[src/rtl/immediate_decode_stage.sv]
// immediate_decode_stage: classifies each instruction, extracts its
// immediate and queues it with instr/PC in a DEPTH-entry FIFO.
// Ports:
//   clock, reset_n                           clock, async active-low reset
//   in_valid/in_ready, instruction, pc       upstream handshake + payload
//   out_valid/out_ready                      downstream handshake
//   out_instruction, out_pc, immediate,      head entry payload
//   format, illegal                          (all zero while empty)
//   count                                    current occupancy
module immediate_decode_stage #(
  parameter int XLEN         = 32,
  parameter int DEPTH        = 2,
  parameter int ENABLE_ZICSR = 1
) (
  input  logic                       clock,
  input  logic                       reset_n,
  input  logic                       in_valid,
  output logic                       in_ready,
  input  logic [31:0]                instruction,
  input  logic [XLEN-1:0]            pc,
  output logic                       out_valid,
  input  logic                       out_ready,
  output logic [31:0]                out_instruction,
  output logic [XLEN-1:0]            out_pc,
  output logic [XLEN-1:0]            immediate,
  output logic [2:0]                 format,
  output logic                       illegal,
  output logic [$clog2(DEPTH):0]     count
);

  localparam int AW = $clog2(DEPTH);
  localparam int CW = AW + 1;

  localparam logic [2:0] F_R   = 3'd0;
  localparam logic [2:0] F_I   = 3'd1;
  localparam logic [2:0] F_S   = 3'd2;
  localparam logic [2:0] F_B   = 3'd3;
  localparam logic [2:0] F_U   = 3'd4;
  localparam logic [2:0] F_J   = 3'd5;
  localparam logic [2:0] F_CSR = 3'd6;

  typedef struct packed {
    logic [31:0]     inst;
    logic [XLEN-1:0] pc;
    logic [XLEN-1:0] imm;
    logic [2:0]      fmt;
    logic            ill;
  } ent_t;

  logic [31:0]     i;
  logic [2:0]      fmt_d;
  logic            ill_d;
  logic [63:0]     imm64;
  logic            unused_hi;
  ent_t            ent_in;
  ent_t            head;
  ent_t            mem [DEPTH];
  logic [AW-1:0]   wr_ptr;
  logic [AW-1:0]   rd_ptr;
  logic [CW-1:0]   cnt;
  logic            push;
  logic            pop;

  assign i = instruction;

  always_comb begin
    fmt_d = F_R;
    ill_d = 1'b0;
    case (i[6:0])
      7'b0000011,
      7'b0010011,
      7'b1100111,
      7'b0001111: fmt_d = F_I;
      7'b0100011: fmt_d = F_S;
      7'b1100011: fmt_d = F_B;
      7'b0010111,
      7'b0110111: fmt_d = F_U;
      7'b1101111: fmt_d = F_J;
      7'b0110011: fmt_d = F_R;
      7'b1110011: begin
        if (ENABLE_ZICSR != 0 && i[14])
          fmt_d = F_CSR;
        else
          fmt_d = F_I;
      end
      7'b0011011: begin
        if (XLEN == 64) fmt_d = F_I;
        else ill_d = 1'b1;
      end
      7'b0111011: begin
        if (XLEN == 64) fmt_d = F_R;
        else ill_d = 1'b1;
      end
      default: ill_d = 1'b1;
    endcase
  end

  // Built at 64 bits, then narrowed, so one
  // table serves both RV32 and RV64.
  always_comb begin
    imm64 = '0;
    case (fmt_d)
      F_I: imm64 = {{52{i[31]}}, i[31:20]};
      F_S: imm64 = {{52{i[31]}}, i[31:25],
                    i[11:7]};
      F_B: imm64 = {{51{i[31]}}, i[31], i[7],
                    i[30:25], i[11:8], 1'b0};
      F_U: imm64 = {{32{i[31]}}, i[31:12],
                    12'b0};
      F_J: imm64 = {{43{i[31]}}, i[31],
                    i[19:12], i[20],
                    i[30:21], 1'b0};
      F_CSR: imm64 = {59'b0, i[19:15]};
      default: imm64 = '0;
    endcase
  end

  assign unused_hi = ^imm64;

  assign ent_in.inst = i;
  assign ent_in.pc   = pc;
  assign ent_in.imm  = imm64[XLEN-1:0];
  assign ent_in.fmt  = fmt_d;
  assign ent_in.ill  = ill_d;

  assign in_ready  = (cnt != CW'(DEPTH));
  assign out_valid = (cnt != '0);
  assign push      = in_valid & in_ready;
  assign pop       = out_valid & out_ready;
  assign count     = cnt;

  always_ff @(posedge clock or negedge reset_n) begin
    if (!reset_n) begin
      wr_ptr <= '0;
      rd_ptr <= '0;
      cnt    <= '0;
    end else begin
      if (push) wr_ptr <= wr_ptr + AW'(1);
      if (pop)  rd_ptr <= rd_ptr + AW'(1);
      case ({push, pop})
        2'b10:   cnt <= cnt + CW'(1);
        2'b01:   cnt <= cnt - CW'(1);
        default: cnt <= cnt;
      endcase
    end
  end

  // Storage needs no reset: entries are only
  // observable through a nonzero count.
  always_ff @(posedge clock) begin
    if (push) mem[wr_ptr] <= ent_in;
  end

  assign head = out_valid ? mem[rd_ptr] : '0;

  assign out_instruction = head.inst;
  assign out_pc          = head.pc;
  assign immediate       = head.imm;
  assign format          = head.fmt;
  assign illegal         = head.ill;

endmodule
[config.mk]
export PLATFORM = sky130hd
export DESIGN_NAME = immediate_decode_stage
export DESIGN_NICKNAME = d
export VERILOG_FILES = /design/src/rtl/immediate_decode_stage.sv
export SDC_FILE = /design/constraint.sdc
export NUM_CORES = 1
export LEC_CHECK = 0
export CORE_MARGIN = 8
export CORE_UTILIZATION = 46
export CTS_CLUSTER_DIAMETER = 80
export CTS_CLUSTER_SIZE = 12
export DETAILED_ROUTE_END_ITERATION = 8
export PLACE_DENSITY = 0.73
export SYNTH_ARGS = -nofsm -noshare
export SYNTH_HDL_FRONTEND = slang
export SYNTH_SLANG_ARGS = --single-unit
export TNS_END_PERCENT = 1
[constraint.sdc]
create_clock -name clock -period 7.64 [get_ports clock]
set_clock_uncertainty 0.05 [all_clocks]
set_input_delay 0.764 -clock clock [delete_from_list [all_inputs] [get_ports clock]]
set_output_delay 0.764 -clock clock [all_outputs]
set_load 0.03 [all_outputs]
==> results of run 1 <==
report_power, final:
group	internal [W]	switching [W]
clock	0.000495	0.000366
combinational	0.000847	0.00133
sequential	0.00154	0.000132
registers in the layout, summed over array words and instances (netlist names):
name and count:
wr_ptr 1, mem 200, count 2, rd_ptr 1
final timing paths:
check	from	slack, ns	end
max	rd_ptr$_DFFE_PN0P_	3.37	immediate[28]
min	reset_n	0.45	wr_ptr$_DFFE_PN0P_
max reg2reg	count[0]$_DFFE_PN0P_	4.59	count[1]$_DFFE_PN0P_
min reg2reg	wr_ptr$_DFFE_PN0P_	0.53	wr_ptr$_DFFE_PN0P_
max in group asynchronous	reset_n	6.91	rd_ptr$_DFFE_PN0P_
min in group clock	wr_ptr$_DFFE_PN0P_	0.53	wr_ptr$_DFFE_PN0P_
critical path, stage by stage (launching register included):
cell	delay (ns)
dfrtp_4	0.93
buf_4	0.85
mux2i_1	0.26
nor2_1	0.14
clkdlybuf4s50_1	0.68
stage by stage:
stage	util, %	worst slack (ns)	power [W]
global placement	57.4	3.83	0.00387
finish	60.5	3.37	0.00471
detailed placement	57.4	3.80	0.00390
floorplan	-	1.74	0.00301
global route	60.5	3.12	0.00494
CTS	60.5	3.28	0.00478
layer usage:
| layer | global-route usage [%] | part of all wire [%] | vias up |
|---|---|---|---|
| met2 | 26.1 | 46 | 201 |
| met4 | 3.66 | 1.6 | 0 |
| met5 | 0 | 0 | - |
| li1 | - | - | 2366 |
| met3 | 4.27 | 9.4 | 23 |
| met1 | 21.1 | 43 | 2493 |
kinds of logic (layout without fill, tap and decap cells):
family	count (synthesis)	after routing
AO/OA/AOI/OAI	42	42
XOR/XNOR	5	5
adder cells (fa/ha/maj)	1	1
buffers and inverters	42	214
flip-flops	204	204
multiplexers	100	100
AND/OR/NAND/NOR	159	159
area by class of cell:
class                   instances  area share [%]
repair buffers                177            16.2
clock buffers                  28            5.08
multi-input cells             307            19.6
well taps                     229            2.64
inverters                       9           0.311
flip-flops and latches        204            56.2
cell usage in the layout (no fill, tap or decap), drive strengths merged, types with 6 or more instances in the layout:
| cell type | synthesis | layout |
|---|---|---|
| edfxtp | 200 | 200 |
| clkdlybuf4s50 | 0 | 171 |
| nor2 | 104 | 104 |
| mux2i | 100 | 100 |
| clkbuf | 14 | 28 |
| nand2 | 23 | 23 |
| nand3 | 14 | 14 |
| a21oi | 13 | 13 |
| inv | 9 | 9 |
| buf | 19 | 6 |
| o21ai | 6 | 6 |
| a21boi | 6 | 6 |
==> results.sh, run 1 <==
export IMPL_status="finished, final reports clean"
export IMPL_fp_dieW_um=151
export IMPL_fin_nets=788
export IMPL_finalHoldViolations=0
export IMPL_cts_buffers=20
export IMPL_synth_seq_area_share_pct=72.6
export IMPL_fin_tns_setup_ns=0
export IMPL_p_per_area_nw_per_um2=434
export IMPL_synth_top_flop_cell="edfxtp_1"
export IMPL_dpl_cell_area_sq_um=10300
export IMPL_gp_congestion=0.797
export IMPL_syn_area_sq_um=8410
export IMPL_clkSinkCount=204
export IMPL_seqCellArea_sq_um=6110
export IMPL_synthTopCellsByCount="200 x edfxtp_1, 104 x nor2_1, 100 x mux2i_1, 23 x nand2_1, 14 x clkbuf_1"
export IMPL_core_sq_um=18000
export IMPL_syn_avg_cell_area_sq_um=15.2
export IMPL_wl_per_cell_um=19.7
export IMPL_endpoint_kind="output port"
export IMPL_synth_top_family_by_area="multiplexers"
export IMPL_antenna_found_initial=0
export IMPL_critical_path_class="reg2out"
export IMPL_synth_compound_area_share_pct=4.39
export IMPL_firstDrtPassIters=5
export IMPL_final_area_sq_um=10900
export IMPL_design_die_area_sq_um=22900
export IMPL_clk_latency_ns=0.46
export IMPL_worstMarginPinSlew_ns=1.10
export IMPL_drc_errors=0
export IMPL_antenna_cells=0
export IMPL_cts_setup_buffers=0
export IMPL_grt_max_degree=57
export IMPL_crit_required_ns=6.83
export IMPL_yosysWarnings=0
export IMPL_rr_worst_depth=7
export IMPL_row_count=49
export IMPL_cts_tree="done"
export IMPL_synth_top_area_share_pct=71.4
export IMPL_area_growth_syn_to_layout_pct=29.1
export IMPL_rsz0062_at_grt="false"
export IMPL_synthAdderAreaFrac_pct=0.149
export IMPL_io_pin_count=172
export IMPL_syn_nets=622
export IMPL_start_kind="flip-flop"
export IMPL_ant_nets=0
export IMPL_clk_path_buf_depth=3
export IMPL_cts_htree_levels=1
export IMPL_fin_crit_sh_pct=55.8
export IMPL_multi_input_area_sq_um=2120
export IMPL_report_final_slew_viol_count=0
export IMPL_fmax_mhz=234
export IMPL_timing_final_setup_violations=0
export IMPL_fin_crit_ns=4.27
export IMPL_path_clk_slew_ns=0.05
export IMPL_timing_hold_ws_ns=0.447
export IMPL_yosys_top_cells_area="edfxtp_1 71%, mux2i_1 12%, nor2_1 4.6%"
export IMPL_layout_cells_non_filler=954
export IMPL_grt_use_total_pct=16.0
export IMPL_synth_simple_area_share_pct=8.06
export IMPL_drt_iter0_drc=317
export IMPL_hpwlAfterDp_um=12500
export IMPL_synth_edff_count=200
export IMPL_yosysMostFrequentCell="edfxtp_1"
export IMPL_drive_gt1_share_pct=6.76
export IMPL_synth_xor_area_share_pct=0.520
export IMPL_vias_per_cell=5.33
export IMPL_start_util_pct=46.8
export IMPL_ys_ff_latch=204
export IMPL_cp_max_fo=56
export IMPL_grt_pass1_vias=5345
export IMPL_die_h_um=151
export IMPL_p_leak_nw=4.03
export IMPL_async_flop_share_pct=1.96
export IMPL_hold_path_class="in2async"
export IMPL_vias=5083
export IMPL_clock_root_buffer="clkbuf_16"
export IMPL_slew_headroom_pct=26.7
export IMPL_grt_pass1_wl_um=28800
export IMPL_nFillCells=1394
export IMPL_io_buffers=171
export IMPL_maxCapViolations=0
export IMPL_ir_drop_mv=0.285
export IMPL_post_place_cells=926
export IMPL_wl_um=18800
export IMPL_grt_overflow=0
export IMPL_arrival_ns=3.45
export IMPL_yosys_area_top_type="edfxtp_1"
export IMPL_synthCells=553
export IMPL_holdBufCountCts=0
export IMPL_synth_distinct_cells=48
export IMPL_cts_resized=0
export IMPL_synth_mux_area_share_pct=11.9
Note: power is estimated with default switching activity, not from simulation.
==> run 2, diff against run 1 <==
- PLACE_DENSITY: 0.73 -> 0.76
- clock period: 7.64 -> 3.6 ns (I/O delays scaled with it)
==> results.sh, run 2 (synthesized netlist as in run 1, its figures left out) <==
export IMPL_status="finished, final reports clean"
export IMPL_combPwrFrac_pct=46.4
export IMPL_worst_path_buf_inv=2
export IMPL_arrival_ns=2.77
export IMPL_cts_resized=0
export IMPL_start_util_pct=46.8
export IMPL_p_clk_share_pct=18.7
export IMPL_seq_power_share_pct=34.9
export IMPL_fin_nets=791
export IMPL_final_util_pct=61.0
export IMPL_drc_errors=0
export IMPL_endpoint_kind="output port"
export IMPL_path_clk_slew_ns=0.06
export IMPL_cp_max_fo=45
export IMPL_final_common_cell="edfxtp_1"
export IMPL_die_h_um=151
export IMPL_timing_final_setup_violations=0
export IMPL_grt_pass1_wl_um=28800
export IMPL_io_buffers=171
export IMPL_drt_iter0_drc=369
export IMPL_slowest_delay_ns=0.95
export IMPL_largest_reg_flops=200
export IMPL_largest_register="mem"
export IMPL_cts_setup_buffers=0
export IMPL_ir_drop_mv=0.757
export IMPL_dpl_cell_area_sq_um=10400
export IMPL_io_pin_count=172
export IMPL_clock_root_buffer="clkbuf_16"
export IMPL_timing_hold_ws_ns=0.0307
export IMPL_internal_power_w=0.00618
export IMPL_power_total_w=0.0101
export IMPL_rr_worst_depth=4
export IMPL_clk_path_buf_depth=3
export IMPL_antenna_cells=0
export IMPL_cp_cell_sequence="buf_12 > mux2i_1 > nor2_1 > clkdlybuf4s50_1"
export IMPL_crit_required_ns=3.19
export IMPL_hpwlAfterDp_um=12600
export IMPL_ant_nets=0
export IMPL_grt_max_degree=62
export IMPL_grt_overflow=0
export IMPL_drive_gt1_share_pct=7.07
export IMPL_fp_dieW_um=151
export IMPL_fmax_mhz=315
export IMPL_holdBufCountCts=0
export IMPL_p_per_area_nw_per_um2=923
export IMPL_row_count=49
export IMPL_p_switching_w=0.00393
export IMPL_grt_pass1_vias=5330
export IMPL_critical_path_class="reg2out"
export IMPL_area_growth_syn_to_layout_pct=30.2
export IMPL_cts_tree="done"
export IMPL_finalHoldViolations=0
export IMPL_core_sq_um=18000
export IMPL_final_cell_mix="200 x edfxtp_1, 171 x clkdlybuf4s50_1, 102 x nor2_1"
export IMPL_rsz0062_at_grt="false"
export IMPL_vias=5044
export IMPL_start_kind="flip-flop"
export IMPL_gp_congestion=0.751
export IMPL_final_area_sq_um=11000
export IMPL_cts_htree_levels=1
export IMPL_report_final_slew_viol_count=0
export IMPL_wl_um=18600
export IMPL_cts_buffers=20
export IMPL_worstMarginPinSlew_ns=0.965
export IMPL_maxCapViolations=0
export IMPL_wl_per_cell_um=19.3
export IMPL_fin_crit_sh_pct=88.2
export IMPL_cp_slowest_cell="dfrtp_4"
export IMPL_firstDrtPassIters=5
export IMPL_hold_path_class="in2async"
export IMPL_slew_headroom_pct=35.6
export IMPL_vias_per_cell=5.23
export IMPL_rrSetupSlack_ns=1.42
export IMPL_design_die_area_sq_um=22900
export IMPL_r2r_start="count[0]$_DFFE_PN0P_"
export IMPL_clkSinkCount=204
export IMPL_p_leak_nw=4.07
export IMPL_cpLargestDelayFamily="buffers and inverters"
export IMPL_fin_crit_ns=3.18
export IMPL_switching_share_pct=38.9
export IMPL_clk_latency_ns=0.48
export IMPL_regToRegEndpoint="mem[0][79]$_DFFE_PP_"
export IMPL_antenna_found_initial=0
export IMPL_grt_use_total_pct=16.0
## run 2: cell types whose count changed in the layout (fill, tap and decap cells not counted)
cell,before,now
clkbuf_1,7,15
buf_12,0,3
## run 2: worst max-delay path by stage
| stage | slack, ns | startpoint | depth (start not counted) | to |
|---|---|---|---|---|
| after floorplan | -0.29 | count[0]$_DFFE_PN0P_ | 2 | mem[1][0]$_DFFE_PP_ |
| after global placement | 0.76 | instruction[2] | 5 | mem[0][15]$_DFFE_PP_ |
| after detailed placement | 0.60 | instruction[3] | 5 | mem[1][18]$_DFFE_PP_ |
| after CTS | 0.38 | rd_ptr$_DFFE_PN0P_ | 4 | out_pc[4] |
| after global routing | 0.25 | rd_ptr$_DFFE_PN0P_ | 4 | out_pc[20] |
| final | 0.42 | rd_ptr$_DFFE_PN0P_ | 4 | out_pc[4] |
## run 2: stage by stage
stage	std cells	setup TNS (ns)	setup slack [ns]
after global placement	929	0	0.758
after floorplan	553	-29.22	-0.292
final	965	0	0.424
after CTS	965	0	0.383
after detailed placement	929	0	0.603
after global routing	965	0	0.253
## run 2: power by group through the flow
stage               combinational, W  clock [W]  sequential, W
floorplan                    0.00290          0        0.00347
global placement             0.00470          0        0.00355
detailed placement           0.00474          0        0.00359
CTS                          0.00476    0.00194        0.00354
global route                 0.00498    0.00202        0.00359
finish                       0.00469    0.00189        0.00353
## run 2: cell type report
class                      instances  area [sq um]
fill                            1346          7010
multi-input combinational        307          2120
timing repair buffer             180          1820
clock buffer                      36           582
sequential                       204          6110
tap                              229           287
inverter                           9          33.8
## run 2: layer usage
metal	global-route usage, %	wire length (um)	up-vias
met2	27.3	9090	193
met5	0	0	-
met3	3.20	1520	30
met1	20.6	7700	2439
met4	3.71	271	0
li1	-	-	2382
==> run 3, diff against run 2 <==
- CORE_ASPECT_RATIO: unset -> 1.5
==> results.sh, run 3 (synthesized netlist as in run 1, its figures left out) <==
export IMPL_start_kind="flip-flop"
export IMPL_slowest_delay_ns=0.83
export IMPL_clkSinkCount=204
export IMPL_path_clk_slew_ns=0.06
export IMPL_core_sq_um=17900
export IMPL_grt_max_degree=69
export IMPL_hold_path_class="in2async"
export IMPL_ir_drop_mv=0.602
export IMPL_grt_pass1_wl_um=30100
export IMPL_io_pin_count=172
export IMPL_rsz0062_at_grt="false"
export IMPL_grt_overflow=0
export IMPL_final_cell_mix="200 x edfxtp_1, 171 x clkdlybuf4s50_1, 102 x nor2_1"
export IMPL_cp_max_fo=35
export IMPL_dpl_cell_area_sq_um=10400
export IMPL_final_common_cell="edfxtp_1"
export IMPL_drt_iter0_drc=293
export IMPL_largest_reg_flops=200
export IMPL_antenna_cells=0
export IMPL_maxCapViolations=0
export IMPL_final_area_sq_um=11000
export IMPL_ant_nets=0
export IMPL_cts_setup_buffers=0
export IMPL_hpwlAfterDp_um=13600
export IMPL_critical_path_class="reg2out"
export IMPL_fp_dieW_um=126
export IMPL_post_place_cells=919
export IMPL_fin_crit_ns=3.15
export IMPL_wl_um=19300
export IMPL_drc_errors=0
export IMPL_holdBufCountCts=0
export IMPL_timing_final_setup_violations=0
export IMPL_io_buffers=171
export IMPL_fin_tns_setup_ns=0
export IMPL_fmax_mhz=317
export IMPL_clock_root_buffer="clkbuf_16"
export IMPL_antenna_found_initial=0
export IMPL_status="finished, final reports clean"
export IMPL_final_util_pct=61.0
export IMPL_layout_cells_non_filler=955
export IMPL_arrival_ns=2.74
export IMPL_wl_per_cell_um=20.2
export IMPL_largest_register="mem"
export IMPL_report_final_slew_viol_count=0
export IMPL_endpoint_kind="output port"
export IMPL_area_growth_syn_to_layout_pct=30.2
export IMPL_vias=5045
export IMPL_finalHoldViolations=0
export IMPL_cts_tree="done"
export IMPL_cts_htree_levels=1
export IMPL_clk_latency_ns=0.48
export IMPL_vias_per_cell=5.28
export IMPL_cts_buffers=20
export IMPL_p_per_area_nw_per_um2=928
export IMPL_fin_crit_sh_pct=87.6
export IMPL_crit_required_ns=3.19
export IMPL_p_leak_nw=4.08
export IMPL_worstMarginPinSlew_ns=0.974
export IMPL_cp_slowest_cell="dfrtp_4"
export IMPL_cts_resized=0
export IMPL_clk_path_buf_depth=3
export IMPL_slew_headroom_pct=35.1
export IMPL_design_die_area_sq_um=23000
export IMPL_firstDrtPassIters=4
export IMPL_grt_use_total_pct=16.7
export IMPL_drive_gt1_share_pct=7.32
export IMPL_power_total_w=0.0102
export IMPL_start_util_pct=46.9
export IMPL_grt_pass1_vias=5446
export IMPL_cp_cell_sequence="buf_4 > mux2i_1 > nor2_1 > clkdlybuf4s50_1"
export IMPL_gp_congestion=0.825
export IMPL_fin_nets=793
export IMPL_die_h_um=182
export IMPL_row_count=60
## run 3: changes by cell type in the layout (fill, tap and decap cells not counted)
cell	change
buf_4	+2
## run 3: cell type report
class	count	area, sq um
multi-input combinational	307	2120
timing repair buffer	182	1830
clock buffer	36	582
inverter	9	33.8
sequential	204	6110
fill	1374	6990
tap	217	272
## run 3: worst max-delay path: cells and delay by family, from the launching register on
family                 cells  cell delay, ns
buffers and inverters      2            0.99
flip-flops                 1            0.83
multiplexers               1            0.32
AND/OR/NAND/NOR            1            0.08
## run 3: power breakdown
group | internal (W) | switching [W] | leakage [nW] | total [W]
registers | 0.00325 | 0.000246 | 1.92 | 0.00350
clock network | 0.00109 | 0.000804 | 0.277 | 0.00189
logic | 0.00184 | 0.00292 | 1.88 | 0.00477
## run 3: metrics by stage
stage / hold WS, ns / setup WS (ns)
2_1_floorplan: 0.0144 / -0.292
3_5_place_dp: 0.488 / 0.604
4_1_cts: 0.00863 / 0.425
5_1_grt: 0.0200 / 0.367
3_3_place_gp: 0.485 / 0.692
6_report: 0.0204 / 0.447
## run 3: path summary, 6_finish.rpt
path                       slack (ns)                  from  cells after the start              endpoint
setup / recovery                 0.45    rd_ptr$_DFFE_PN0P_                      4         immediate[14]
hold reg to reg                  0.49    wr_ptr$_DFFE_PN0P_                      1    wr_ptr$_DFFE_PN0P_
max in group asynchronous        3.30               reset_n                      1    rd_ptr$_DFFE_PN0P_
min in group clock               0.41                pc[20]                      1  mem[1][56]$_DFFE_PP_
setup reg to reg                 1.52  count[0]$_DFFE_PN0P_                      3  mem[1][59]$_DFFE_PP_
hold / removal                   0.02               reset_n                      1    rd_ptr$_DFFE_PN0P_
## run 3: layer usage
metal  routed length, um  part of all wire [%]  vias up  GRT usage [%]
met2               10500                    54      167           31.3
met5                   0                     0        -              0
li1                    -                     -     2383              -
met1                7280                    38     2459           18.1
met3                 973                   5.0       36           2.82
met4                 526                   2.7        0           6.38
